**config.mk**
```make
export PLATFORM = sky130hd
export DESIGN_NAME = uart_tx_mmio
export DESIGN_NICKNAME = d
export VERILOG_FILES = /design/src/rtl/uart_tx_mmio.sv
export SDC_FILE = /design/constraint.sdc
export NUM_CORES = 1
export LEC_CHECK = 0
export CORE_UTILIZATION = 57
export CTS_CLUSTER_DIAMETER = 60
export DETAILED_ROUTE_END_ITERATION = 8
export PLACE_DENSITY = 0.85
export SYNTH_ARGS = -nofsm -noshare
export SYNTH_HDL_FRONTEND = slang
export SYNTH_SLANG_ARGS = --single-unit
```
**constraint.sdc**
```tcl
create_clock -name clk -period 10.45 [get_ports clk]
set_clock_uncertainty 0.2 [all_clocks]
set_input_delay 2.09 -clock clk [delete_from_list [all_inputs] [get_ports clk]]
set_output_delay 2.09 -clock clk [all_outputs]
set_load 0.01 [all_outputs]
```
**src/rtl/uart_tx_mmio.sv**
```systemverilog
// uart_tx_mmio -- memory-mapped 8N1 UART transmitter on the core's data bus.
//
// Stores into a 3-register window push bytes into a small TX FIFO; a serial
// engine drains the FIFO onto the tx pin, LSB first, one start and one stop bit.
//
// Register window (byte offsets from BASE_ADDR):
//   0x0 TXDATA   write-only, reads 0; any store size pushes data[7:0]
//   0x4 STATUS   bit0 busy, bit1 full, bit2 empty, bit3 overflow (sticky),
//                bits[7:4] FIFO count, bit8 parity-enabled;
//                a store with data[3]=1 clears overflow
//   0x8 DIVISOR  clocks per bit, 16 bit; sb writes [7:0], sh/sw write [15:0]
//
// Ports:
//   clk            system clock, rising edge
//   reset          asynchronous, active-low reset
//   dmem_address   byte address from the core
//   dmem_data_in   store data
//   dmem_wren      store strobe
//   funct3         access size: 000 byte, 001 half, 010 word
//   dmem_data_out  registered read data (valid the cycle after the address)
//   sel_out        registered; high when dmem_data_out comes from this block
//   tx             serial line, idle high
//
// Build option: define UART_TX_PARITY_EN to append an even parity bit after
// the data bits (11-bit frames) and to report bit8=1 in STATUS.

module uart_tx_mmio #(
  parameter logic [31:0] BASE_ADDR   = 32'hFFFFFFE0,
  parameter int          FIFO_DEPTH  = 4,
  parameter logic [15:0] DEFAULT_DIV = 16'd104
) (
  input  logic        clk,
  input  logic        reset,
  input  logic [31:0] dmem_address,
  input  logic [31:0] dmem_data_in,
  input  logic        dmem_wren,
  input  logic [2:0]  funct3,
  output logic [31:0] dmem_data_out,
  output logic        sel_out,
  output logic        tx
);

  localparam int AW = $clog2(FIFO_DEPTH);
  localparam int CW = AW + 1;

`ifdef UART_TX_PARITY_EN
  localparam logic PAR_FLAG = 1'b1;
`else
  localparam logic PAR_FLAG = 1'b0;
`endif

  typedef enum logic [2:0] {
    S_IDLE  = 3'd0,
    S_START = 3'd1,
    S_DATA  = 3'd2,
    S_STOP  = 3'd3
`ifdef UART_TX_PARITY_EN
    , S_PARITY = 3'd4
`endif
  } state_t;

  // ---------------------------------------------------------------------------
  // Address decode
  // ---------------------------------------------------------------------------
  logic       w_in_win;
  logic [3:0] w_off;
  logic       w_hit_tx, w_hit_st, w_hit_dv, w_hit;
  logic       w_wr_tx, w_wr_st, w_wr_dv;

  assign w_in_win = (dmem_address[31:4] == BASE_ADDR[31:4]);
  assign w_off    = dmem_address[3:0];
  assign w_hit_tx = w_in_win && (w_off == 4'h0);
  assign w_hit_st = w_in_win && (w_off == 4'h4);
  assign w_hit_dv = w_in_win && (w_off == 4'h8);
  assign w_hit    = w_hit_tx || w_hit_st || w_hit_dv;
  assign w_wr_tx  = dmem_wren && w_hit_tx;
  assign w_wr_st  = dmem_wren && w_hit_st;
  assign w_wr_dv  = dmem_wren && w_hit_dv;

  // Upper store bits and funct3[2] carry no meaning for this block.
  logic w_unused_ok;
  assign w_unused_ok = ^{dmem_data_in[31:16], funct3[2]};

  // ---------------------------------------------------------------------------
  // TX FIFO
  // ---------------------------------------------------------------------------
  logic [7:0]    r_mem [FIFO_DEPTH];
  logic [AW-1:0] r_wptr, r_rptr;
  logic [CW-1:0] r_cnt;
  logic          w_full, w_empty, w_push, w_pop, w_drop;
  logic [7:0]    w_head;

  assign w_full  = (r_cnt == CW'(FIFO_DEPTH));
  assign w_empty = (r_cnt == '0);
  assign w_head  = r_mem[r_rptr];
  // A full FIFO still accepts a byte when the engine pops in the same cycle.
  assign w_push  = w_wr_tx && (!w_full || w_pop);
  assign w_drop  = w_wr_tx && w_full && !w_pop;

  always_ff @(posedge clk) begin
    if (w_push) r_mem[r_wptr] <= dmem_data_in[7:0];
  end

  always_ff @(posedge clk or negedge reset) begin
    if (!reset) begin
      r_wptr <= '0;
      r_rptr <= '0;
      r_cnt  <= '0;
    end else begin
      if (w_push) r_wptr <= r_wptr + AW'(1);
      if (w_pop)  r_rptr <= r_rptr + AW'(1);
      case ({w_push, w_pop})
        2'b10:   r_cnt <= r_cnt + CW'(1);
        2'b01:   r_cnt <= r_cnt - CW'(1);
        default: r_cnt <= r_cnt;
      endcase
    end
  end

  // ---------------------------------------------------------------------------
  // DIVISOR and sticky overflow
  // ---------------------------------------------------------------------------
  logic [15:0] r_div;
  logic        r_ovf;

  always_ff @(posedge clk or negedge reset) begin
    if (!reset) begin
      r_div <= DEFAULT_DIV;
      r_ovf <= 1'b0;
    end else begin
      if (w_wr_dv) begin
        if (funct3[1:0] == 2'b00) r_div[7:0] <= dmem_data_in[7:0];
        else                      r_div      <= dmem_data_in[15:0];
      end
      if (w_drop)                         r_ovf <= 1'b1;
      else if (w_wr_st && dmem_data_in[3]) r_ovf <= 1'b0;
    end
  end

  // ---------------------------------------------------------------------------
  // Serial engine
  // ---------------------------------------------------------------------------
  state_t      r_state, w_state_n;
  logic [7:0]  r_shift, w_shift_n;
  logic [2:0]  r_bit_cnt, w_bit_n;
  logic [15:0] r_cyc, w_cyc_n;
  logic [15:0] r_divl, w_divl_n;
  logic        r_par, w_par_n;
  logic        r_tx, w_tx_n;
  logic [15:0] w_div_eff;
  logic        w_bit_end;

  // A zero divisor would never end a bit; treat it as one clock per bit.
  assign w_div_eff = (r_div == 16'd0) ? 16'd1 : r_div;
  assign w_bit_end = (r_cyc == r_divl - 16'd1);

  always_ff @(posedge clk or negedge reset) begin
    if (!reset) begin
      r_state   <= S_IDLE;
      r_shift   <= '0;
      r_bit_cnt <= '0;
      r_cyc     <= '0;
      r_divl    <= 16'd1;
      r_par     <= 1'b0;
      r_tx      <= 1'b1;
    end else begin
      r_state   <= w_state_n;
      r_shift   <= w_shift_n;
      r_bit_cnt <= w_bit_n;
      r_cyc     <= w_cyc_n;
      r_divl    <= w_divl_n;
      r_par     <= w_par_n;
      r_tx      <= w_tx_n;
    end
  end

  always_comb begin
    w_state_n = r_state;
    w_shift_n = r_shift;
    w_bit_n   = r_bit_cnt;
    w_cyc_n   = r_cyc;
    w_divl_n  = r_divl;
    w_par_n   = r_par;
    w_pop     = 1'b0;
    w_tx_n    = 1'b1;

    case (r_state)
      S_IDLE: begin
        w_cyc_n = '0;
        if (!w_empty) w_pop = 1'b1;
      end
      S_START: begin
        if (w_bit_end) begin
          w_cyc_n   = '0;
          w_state_n = S_DATA;
        end else begin
          w_cyc_n = r_cyc + 16'd1;
        end
      end
      S_DATA: begin
        if (w_bit_end) begin
          w_cyc_n   = '0;
          w_shift_n = {1'b0, r_shift[7:1]};
          w_bit_n   = r_bit_cnt + 3'd1;
          if (r_bit_cnt == 3'd7) begin
`ifdef UART_TX_PARITY_EN
            w_state_n = S_PARITY;
`else
            w_state_n = S_STOP;
`endif
          end
        end else begin
          w_cyc_n = r_cyc + 16'd1;
        end
      end
`ifdef UART_TX_PARITY_EN
      S_PARITY: begin
        if (w_bit_end) begin
          w_cyc_n   = '0;
          w_state_n = S_STOP;
        end else begin
          w_cyc_n = r_cyc + 16'd1;
        end
      end
`endif
      S_STOP: begin
        if (w_bit_end) begin
          w_cyc_n = '0;
          // Chain straight into the next frame when a byte is waiting.
          if (!w_empty) w_pop = 1'b1;
          else          w_state_n = S_IDLE;
        end else begin
          w_cyc_n = r_cyc + 16'd1;
        end
      end
      default: w_state_n = S_IDLE;
    endcase

    // Loading a frame latches the divisor, so later DIVISOR writes only
    // affect the following frame.
    if (w_pop) begin
      w_state_n = S_START;
      w_shift_n = w_head;
      w_bit_n   = '0;
      w_cyc_n   = '0;
      w_divl_n  = w_div_eff;
      w_par_n   = ^w_head;
    end

    // tx is registered from the next state so the pin never glitches.
    case (w_state_n)
      S_START:  w_tx_n = 1'b0;
      S_DATA:   w_tx_n = w_shift_n[0];
`ifdef UART_TX_PARITY_EN
      S_PARITY: w_tx_n = w_par_n;
`endif
      default:  w_tx_n = 1'b1;
    endcase
  end

  assign tx = r_tx;

  // ---------------------------------------------------------------------------
  // Registered read port
  // ---------------------------------------------------------------------------
  logic [31:0] w_status, w_rdata;
  logic [31:0] r_rdata;
  logic        r_sel;
  logic        w_busy;

  assign w_busy   = (r_state != S_IDLE);
  assign w_status = {23'd0, PAR_FLAG, 4'(r_cnt), r_ovf, w_empty, w_full, w_busy};

  always_comb begin
    w_rdata = '0;
    if (w_hit_st) w_rdata = w_status;
    if (w_hit_dv) w_rdata = {16'd0, r_div};
  end

  always_ff @(posedge clk or negedge reset) begin
    if (!reset) begin
      r_rdata <= '0;
      r_sel   <= 1'b0;
    end else begin
      r_rdata <= w_rdata;
      r_sel   <= w_hit;
    end
  end

  assign dmem_data_out = r_rdata;
  assign sel_out       = r_sel;

endmodule

```
==> impl_metrics.toml <==
[outcome]
status = "finished clean"

[clock_network]
path_clk_slew_ps = 60
clk_path_buf_depth = 2
cts-resized-gates = 0
ctsHoldBuffers = 0
cts.sinks = 120
cts-buffers-inserted = 17
cts_setup_buffers = 0
cts_tree = "built"
htreeDepth = 4
clkLatencyLatePin_ps = 530
cts-root-buf = "clkbuf_8"

[route]
drc_errors = 0
totalWireLength_mm = 14.1
vias = 4597
viasPerCell = 6.14
dr_wl_met2_mm = 6.93
top_layer_used = "met4"
wl_per_cell_um = 18.9
drt-met1-wl_mm = 5.55
first_pass_iters = 5
drt_iter0_markers = 392
wl_met3_mm = 1.29
ant_nets = 0

[logic_synthesis]
synth_edf_count = 32
synthFlopType = "dfrtp_1"
ys_warn_count = 0
synth_seq_cells = 120
syn_inst = 539
async_reset_ff_share_pct = 73.3
syn-cell-area_mm2 = 0.00595
ys_types = 65
syn_avg_cell_area_um2 = 11.0
yosysSeqAreaShare_pct = 53.3

[placement]
dp_slack_ps = 4750
dpl.hpwl_mm = 8.85
io_buffer_count = 70
gp_congestion = 0.878
place_inst = 717

[critical_path]
start_kind = "input pin"
rr_endpoint = "r_cnt[2]"
worstPathRequired_ps = 10430
r2r_slack_ps = 5400
timing.rr.start = "r_divl[1]"
worst_setup_path_end_kind = "flip-flop"
path_class = "in -> reg"
crit_end = "r_mem[0][1]"
cp-startpoint = "dmem_address[4]"
cp.arrival_ps = 5250
reg2reg_depth = 13
worst-path-max-fanout = 11

[power]
switchingPower_uw = 269
power_density_mw_per_mm2 = 155
internal-power_uw = 846
combinationalPowerShare_pct = 4.7
seqPwrFrac_pct = 45.0
ir_drop_v = 0.0000883
pwr-share-clk_pct = 50.3
total_power_mw = 1.12
leakage_nw = 3.20
p_sw_share_pct = 24.1

[run]
max_cap_viol_count = 0

[cells_and_area]
syn_to_final_growth_pct = 21.0
utilization_pct = 72.3
drive_gt1_share_pct = 11.9
finalNonFillerCells = 749
n_antenna_cell = 0
fin_nets = 682
seqCellArea_mm2 = 0.00317
multi_input_area_mm2 = 0.00253
n_fill_cell = 630

[die]
pin_count = 104
fp.dieH_um = 104
initial_core_util_pct = 59.7
die_area_mm2 = 0.0108
fp.coreArea_mm2 = 0.00995
rows = 36
die_w_um = 104

[hold_path]
hp-class = "reg -> reg"

[timing]
rsz0062_at_grt = "no"
max_freq_ghz = 0.190
finalSetupTns_ps = 0
min_period_ps = 5280
setup_violations = 0
finalMaxSlewViolations = 0
relSlewSlack_pct = 20.4
hold_viol = 0
worst_pin_slew_ps = 1190
post-route-period-util_pct = 50.5
layout_setup_ws_ps = 5170

[grt]
grt_pass1_wl_mm = 22.8
grt.total_usage_pct = 27.6
grt-ovfl-total = 0
grt_max_degree = 89
antenna_found_initial = 0
grt_pass1_vias = 4468
cell type report:
type,count,share of cell area (%)
multi-input cells,379,35.1
clock inverters,15,2.17
clock buffers,17,5.75
repair buffers,72,9.91
flip-flops and latches,120,44.0
well taps,133,2.31
inverters,13,0.678
stage by stage:
step,instance area (um2),hold slack [ps]
floorplan,6010,238
global placement,6630,245
global route,7200,311
finish,7200,287
detailed placement,6630,263
CTS,7200,289
Yosys cell counts, drive strengths merged, types with 8 or more instances:
cell type | number | area (um2)
a21oi | 13 | 65.1
a22o | 8 | 70.1
and3 | 20 | 125
buf | 26 | 195
clkbuf | 17 | 63.8
dfrtp | 83 | 2080
edfxtp | 32 | 961
ha | 8 | 100
inv | 13 | 48.8
mux2 | 17 | 191
mux4 | 8 | 180
nand2 | 73 | 274
nand3 | 20 | 100
nand4 | 10 | 62.6
nor2 | 28 | 105
nor3 | 9 | 45.0
nor3b | 9 | 67.6
nor4 | 12 | 90.1
o21ai | 36 | 180
xnor2 | 12 | 105
xor2 | 15 | 131
how the worst min path moves through the flow:
stage | to | cells past startpoint | slack [ps] | startpoint
4_1_cts | r_shift[2] | 2 | 290 | r_shift[3]
6_report | r_shift[2] | 2 | 290 | r_shift[3]
3_5_place_dp | r_shift[3] | 2 | 260 | r_shift[4]
5_1_grt | r_shift[6] | 2 | 310 | r_shift[7]
2_1_floorplan | r_shift[1] | 2 | 240 | r_shift[2]
3_3_place_gp | r_shift[2] | 2 | 250 | r_shift[3]
sequential cells by signal, summed over array words and instances (netlist names):
register,cells
r_bit_cnt,3
r_shift,8
r_ovf,1
tx,1
sel_out,1
r_mem,32
r_divl,16
r_wptr,2
r_rptr,2
r_cnt,3
r_div,16
r_state,3
r_cyc,16
dmem_data_out,16
per-layer routing:
layer,vias to the layer above,track usage [%]
li1,2051,-
met1,2230,36.0
met2,287,44.2
met3,29,6.70
met4,0,11.7
met5,-,0
cells in the final DEF, fill, tap and decap left out, types with 8 or more instances in the layout:
cell              n
nand4_1          10
conb_1           17
ha_1              8
nor2_1           28
dfrtp_1          83
clkbuf_16        16
nor3_1            9
a22o_1            8
mux2_2           17
o21ai_0          32
edfxtp_1         32
xnor2_1          12
nand2_1          73
and3_1           20
xor2_1           15
mux4_2            8
nor4_1           11
nand3_1          20
a21oi_1          13
nor3b_1           9
clkdlybuf4s50_1  69
inv_1            12
power groups by stage:
stage | clock [mW] | sequential [mW] | combinational, mW
floorplan | 0 | 0.507 | 0.0253
global placement | 0 | 0.509 | 0.0498
detailed placement | 0 | 0.509 | 0.0523
CTS | 0.566 | 0.501 | 0.0533
global route | 0.591 | 0.503 | 0.0585
finish | 0.561 | 0.502 | 0.0528
critical path, cell delays in order:
cell	delay, ps
clkdlybuf4s50_1	390
or4b_2	660
nor4_1	240
nand2_1	120
nor2_1	480
nand3b_1	270
inv_1	180
o311a_1	370
and2_1	450
cells by family (layout without fill, tap and decap cells):
kind of cell	Yosys count	in the layout	synth area share, %
AND/OR/NAND/NOR	206	206	17.9
flip-flops	120	120	53.3
XOR/XNOR	27	27	3.98
buffers and inverters	56	117	5.18
other	1	17	0.0631
adder cells (fa/ha/maj)	9	9	2.02
multiplexers	31	31	7.26
AO/OA/AOI/OAI	89	89	10.3
Note: power is estimated with default switching activity, not from simulation.
